`src/rtl/cache_ri_refill.sv`:
```
// Data-cache line refill engine: reads a line's readable-byte mask, fetches only the
// words that are not fully readable, merges the missing bytes and marks the line readable.
module cache_ri_refill #(
    parameter int ADDR_WIDTH = 9
) (
    input  logic                  clk,
    input  logic                  rst_n,
    input  logic                  req_valid,
    output logic                  req_ready,
    input  logic [ADDR_WIDTH-2:0] req_line,
    input  logic [1:0]            req_channel,
    input  logic [31:0]           req_memAddress,
    output logic                  busy,
    output logic [ADDR_WIDTH-1:0] ri_readAddress,
    output logic [1:0]            ri_readChannel,
    input  logic [7:0]            ri_readData,
    output logic [ADDR_WIDTH-1:0] ri_writeAddress,
    output logic [1:0]            ri_writeChannel,
    output logic                  ri_writeEnable,
    output logic [7:0]            ri_writeData,
    output logic [ADDR_WIDTH-1:0] dat_writeAddress,
    output logic [1:0]            dat_writeChannel,
    output logic [31:0]           dat_writeData,
    output logic [3:0]            dat_writeByteEnable,
    output logic                  dat_writeEnable,
    output logic [31:0]           mem_address,
    output logic                  mem_read,
    input  logic                  mem_waitRequest,
    input  logic [31:0]           mem_readData,
    input  logic                  mem_readDataValid,
    output logic                  done
);

    typedef enum logic [3:0] {
        S_IDLE,
        S_DRE_RD,
        S_DRE_CAP,
        S_CHECK,
        S_MEM_REQ,
        S_MEM_WAIT,
        S_DAT_WR,
        S_UPD_DRE,
        S_DONE
    } state_t;

    state_t                state;
    logic [ADDR_WIDTH-2:0] line_q;
    logic [31:0]           base_q;
    logic                  word_q;
    logic [7:0]            mask_q;
    logic [3:0]            nib;

    // Readable flags of the word currently being considered
    assign nib       = word_q ? mask_q[7:4] : mask_q[3:0];
    assign req_ready = (state == S_IDLE);
    assign busy      = (state != S_IDLE);

    // Outputs are registered on entry to the state that owns them
    always_ff @(posedge clk or negedge rst_n) begin
        if (!rst_n) begin
            state               <= S_IDLE;
            line_q              <= '0;
            base_q              <= '0;
            word_q              <= 1'b0;
            mask_q              <= '0;
            ri_readAddress      <= '0;
            ri_readChannel      <= '0;
            ri_writeAddress     <= '0;
            ri_writeChannel     <= '0;
            ri_writeEnable      <= 1'b0;
            ri_writeData        <= '0;
            dat_writeAddress    <= '0;
            dat_writeChannel    <= '0;
            dat_writeData       <= '0;
            dat_writeByteEnable <= '0;
            dat_writeEnable     <= 1'b0;
            mem_address         <= '0;
            mem_read            <= 1'b0;
            done                <= 1'b0;
        end else begin
            case (state)
                S_IDLE: begin
                    if (req_valid) begin
                        line_q           <= req_line;
                        base_q           <= req_memAddress;
                        word_q           <= 1'b0;
                        ri_readAddress   <= {req_line, 1'b0};
                        ri_readChannel   <= req_channel;
                        ri_writeAddress  <= {req_line, 1'b0};
                        ri_writeChannel  <= req_channel;
                        dat_writeChannel <= req_channel;
                        state            <= S_DRE_RD;
                    end
                end
                S_DRE_RD: state <= S_DRE_CAP;
                S_DRE_CAP: begin
                    mask_q <= ri_readData;
                    state  <= S_CHECK;
                end
                S_CHECK: begin
                    if (nib == 4'hF) begin
                        if (word_q) begin
                            ri_writeEnable <= 1'b1;
                            ri_writeData   <= 8'hFF;
                            state          <= S_UPD_DRE;
                        end else begin
                            word_q <= 1'b1;
                        end
                    end else begin
                        mem_read    <= 1'b1;
                        mem_address <= base_q + {29'd0, word_q, 2'b00};
                        state       <= S_MEM_REQ;
                    end
                end
                S_MEM_REQ: begin
                    if (!mem_waitRequest) begin
                        mem_read <= 1'b0;
                        state    <= S_MEM_WAIT;
                    end
                end
                // Only bytes not already readable are written, preserving CPU stores
                S_MEM_WAIT: begin
                    if (mem_readDataValid) begin
                        dat_writeData       <= mem_readData;
                        dat_writeAddress    <= {line_q, word_q};
                        dat_writeByteEnable <= ~nib;
                        dat_writeEnable     <= 1'b1;
                        state               <= S_DAT_WR;
                    end
                end
                S_DAT_WR: begin
                    dat_writeEnable <= 1'b0;
                    if (word_q) begin
                        ri_writeEnable <= 1'b1;
                        ri_writeData   <= 8'hFF;
                        state          <= S_UPD_DRE;
                    end else begin
                        word_q <= 1'b1;
                        state  <= S_CHECK;
                    end
                end
                S_UPD_DRE: begin
                    ri_writeEnable <= 1'b0;
                    done           <= 1'b1;
                    state          <= S_DONE;
                end
                S_DONE: begin
                    done  <= 1'b0;
                    state <= S_IDLE;
                end
                default: state <= S_IDLE;
            endcase
        end
    end

endmodule

```
`config.mk`:
```
export PLATFORM = sky130hd
export DESIGN_NAME = cache_ri_refill
export DESIGN_NICKNAME = d
export VERILOG_FILES = /design/src/rtl/cache_ri_refill.sv
export SDC_FILE = /design/constraint.sdc
export NUM_CORES = 1
export LEC_CHECK = 0
export ABC_AREA = 1
export BUFFER_PORTS_ARGS = -buffer_cell sky130_fd_sc_hd__buf_4
export CORE_MARGIN = 1
export CORE_UTILIZATION = 45
export DETAILED_ROUTE_END_ITERATION = 12
export PLACE_DENSITY_LB_ADDON = 0.15
export SYNTH_ARGS = -nofsm -noshare
export SYNTH_HDL_FRONTEND = slang
export SYNTH_SLANG_ARGS = --single-unit
export TNS_END_PERCENT = 5
```
`constraint.sdc`:
```
create_clock -name clk -period 4.6 [get_ports clk]
set_input_delay 0.46 -clock clk [delete_from_list [all_inputs] [get_ports clk]]
set_output_delay 0.46 -clock clk [all_outputs]
set_load 0.05 [all_outputs]
```
==> impl_metrics.json <==
{
  "report.final.setup_viol": 0,
  "viasPerCell": 4.74,
  "synthesis.area_per_instance_um2": 8.17,
  "highest_net_fanout_along_the_worst_path": 48,
  "gr-total-overflow": 0,
  "cts.path.max_buffers": 2,
  "post_route_skew_ps": 7.49,
  "cp_common_cell": "sky130_fd_sc_hd__nand2_1",
  "top_usage_layer": "met2",
  "max_freq_mhz": 408,
  "worst_ep_required_time_ps": 4860,
  "drt.antenna.violating_nets": 0,
  "rows": 43,
  "cts-htree-levels": 4,
  "synthArstFlopShare_pct": 100,
  "antenna_cells_inserted": 0,
  "synth_flop_cell": "sky130_fd_sc_hd__dfrtp_1",
  "cts_setup_buffers": 0,
  "detailedRoute.firstPassIterationCount": 4,
  "netlist-cell-type-count": 22,
  "remaining_drc_errors": 0,
  "global_route_wire_length_before_repair_um": 25400,
  "ys_warn_count": 0,
  "netlist.top_cell.by_area": "sky130_fd_sc_hd__dfrtp_1",
  "avgRoutedWirePerCell_um": 13.6,
  "dpl_cell_area_um2": 7780,
  "numClockSinks": 137,
  "worst-slew-pin-transition_ps": 998,
  "slowest_delay_ps": 570,
  "cap_violations": 0,
  "detail_route.iter0.violations": 271,
  "syn_to_final_growth_pct": 33.0,
  "placed_instances": 1113,
  "cellLeakagePower_nw": 4.36,
  "grtUsageMet2_pct": 37.1,
  "crit_type": "reg -> reg",
  "setup_total_negative_slack_ps": 0,
  "post-route-cell-area_um2": 8430,
  "groute.layer.met3.usage_pct": 7.36,
  "synthDominantCellAreaShare_pct": 54.1,
  "die_h_um": 121,
  "floorplan.die_area_um2": 14600,
  "detailroute.via_count": 5427,
  "total_power_w": 0.00744,
  "gpl.final_weighted_congestion": 0.922,
  "outcome": "completed",
  "setup.worst_path.start_class": "register",
  "wirelength_um": 15600,
  "antenna_violations_before_repair": 0,
  "met1_usage_pct": 27.5,
  "number_of_instances_in_the_synthesized_netlist": 776,
  "synth.ff_latch_count": 137,
  "post_route_cells_drive_above_1_share_pct": 26.8,
  "nFillCells": 1267,
  "cellPowerDensity_nw_per_um2": 883,
  "final.min_clock_period_ps": 2450,
  "report.final.hold_viol_count": 0,
  "end_kind": "register",
  "clk_tree_root_cell": "sky130_fd_sc_hd__clkbuf_16",
  "grt_start_max_net_pins": 112,
  "mappedNetlistArea_um2": 6340,
  "core_um2": 13800,
  "clock_tree_from_tritoncts": "yes",
  "power.ir.vdd_worst_mv": 0.497,
  "cts_clock_pin_slew_for_the_worst_setup_and_hold_paths_ps": 60,
  "synth.area.top_cells": "sky130_fd_sc_hd__dfrtp_1 (54%), sky130_fd_sc_hd__nand2_1 (20%), sky130_fd_sc_hd__o21ai_0 (4.3%), sky130_fd_sc_hd__nor2_1 (4.1%), sky130_fd_sc_hd__inv_1 (3.1%)",
  "max_slew_margin_pct": 33.5,
  "tritoncts_buffers": 17,
  "synth-edff-count": 0,
  "report.final.slew_viol_count": 0,
  "synth.top_cells.by_count": "sky130_fd_sc_hd__nand2_1 (335), sky130_fd_sc_hd__dfrtp_1 (137), sky130_fd_sc_hd__nor2_1 (69), sky130_fd_sc_hd__o21ai_0 (55), sky130_fd_sc_hd__inv_1 (52)",
  "die_width_um": 121,
  "dpl.hpwl_um": 11100,
  "rsz_0062_raised_after_global_routing": "no",
  "grt_pass1_vias": 5223,
  "effective_utilization_at_floorplan_pct": 45.8,
  "multi_input_area_um2": 2390,
  "cts-hold-fix-buffers": 0,
  "cts_resized": 0,
  "nNetsFinal": 1041,
  "timing.critical_path.cells": "inv_1 > nand2_1 > nand2_1 > nand2_1 > nor2_1 > nor2_4 > inv_2 > o21ai_0",
  "crit_arrival_ps": 2710,
  "num_io_pins": 202,
  "final.period_utilization_pct": 53.3,
  "finalHoldWorstSlack_ps": 166,
  "synth_seq_area_share_pct": 54.1,
  "worst_hold_path_type": "in -> async",
  "fin_cells": 1145,
  "clk_latency_ps": 420,
  "final-seq-area_um2": 3430,
  "global_route.usage.total_pct": 22.8,
  "placement.io_buffers": 199,
  "post-synth-top-count-cell": "sky130_fd_sc_hd__nand2_1",
  "critical-path-slowest-cell": "sky130_fd_sc_hd__inv_2"
}
==> state kept, by name (all words and copies together), names as in the netlist, 2 cells and up <==
register and cells:
mask_q 8, dat_writeByteEnable 4, dat_writeAddress 9, base_q 32
dat_writeChannel 2, line_q 8, state 4, dat_writeData 32
mem_address 32
==> metal layers <==
layer  up-vias  part of all wire [%]
met2       172                    48
met3        24                   6.8
met5         -                     0
met1      2490                    43
li1       2741                     -
met4         0                   2.4
==> critical path: cells and delay by family (launching register included) <==
kind,cells,cell delay [ps]
compound gates,1,210
buf+inv,2,910
flops,1,520
simple gates,5,640
==> worst paths after layout <==
| path | slack, ps | startpoint | cells after the start | end |
|---|---|---|---|---|
| worst max-delay path | 2150 | word_q$_DFFE_PN0P_ | 8 | mem_address[4]$_DFFE_PN0P_ |
| worst min-delay path | 170 | rst_n | 1 | base_q[0]$_DFFE_PN0P_ |
| worst max register to register | 2150 | word_q$_DFFE_PN0P_ | 8 | mem_address[4]$_DFFE_PN0P_ |
| worst min register to register | 480 | mem_address[31]$_DFFE_PN0P_ | 2 | mem_address[31]$_DFFE_PN0P_ |
| max in group asynchronous | 3440 | rst_n | 2 | base_q[25]$_DFFE_PN0P_ |
| min in group clk | 230 | mem_readData[3] | 3 | dat_writeData[3]$_DFFE_PN0P_ |
==> cells by family (layout without fill, tap and decap cells) <==
family / count (synthesis) / count (layout) / synth area share, %
adder cells (fa/ha/maj): 2 / 2 / 0.395
flip-flops: 137 / 137 / 54.1
multiplexers: 17 / 17 / 3.02
other: 1 / 2 / 0.0592
XOR/XNOR: 15 / 15 / 2.07
AND/OR/NAND/NOR: 432 / 432 / 26.6
AO/OA/AOI/OAI: 69 / 69 / 5.53
buffers and inverters: 103 / 291 / 8.25
==> cell usage in the layout, fill, tap and decap left out, types with 7 or more instances in the layout <==
master                      Yosys  routed
sky130_fd_sc_hd__nand2_1      335     334
sky130_fd_sc_hd__buf_4         25     201
sky130_fd_sc_hd__dfrtp_1      137     137
sky130_fd_sc_hd__nor2_1        69      69
sky130_fd_sc_hd__o21ai_0       55      55
sky130_fd_sc_hd__inv_1         52      52
sky130_fd_sc_hd__nand3_1       21      21
sky130_fd_sc_hd__mux2_2        17      17
sky130_fd_sc_hd__clkbuf_16      0      17
sky130_fd_sc_hd__a21oi_1       11      11
sky130_fd_sc_hd__xor2_1         8       8
sky130_fd_sc_hd__xnor2_1        7       7
==> per-stage QoR <==
stage	utilization (%)	worst slack, ps
after floorplan	-	2070
after global placement	56.3	2200
after detailed placement	56.3	2160
after CTS	61.0	2130
after global routing	61.0	1880
final	61.0	2150
==> where the power goes <==
part           total (W)  internal (W)  switching, W
registers        0.00221       0.00177      0.000436
logic            0.00374       0.00111       0.00263
clock network    0.00149      0.000965      0.000530
total            0.00744       0.00385       0.00359
==> area by class of cell <==
class / instances / area share (%)
repair buffers: 202 / 18.0
well taps: 180 / 2.67
multi-input cells: 537 / 28.4
flip-flops and latches: 137 / 40.7
clock buffers: 18 / 5.09
inverters: 57 / 2.54
clock inverters: 14 / 2.64
No activity file was read; power rests on OpenSTA's default activity.
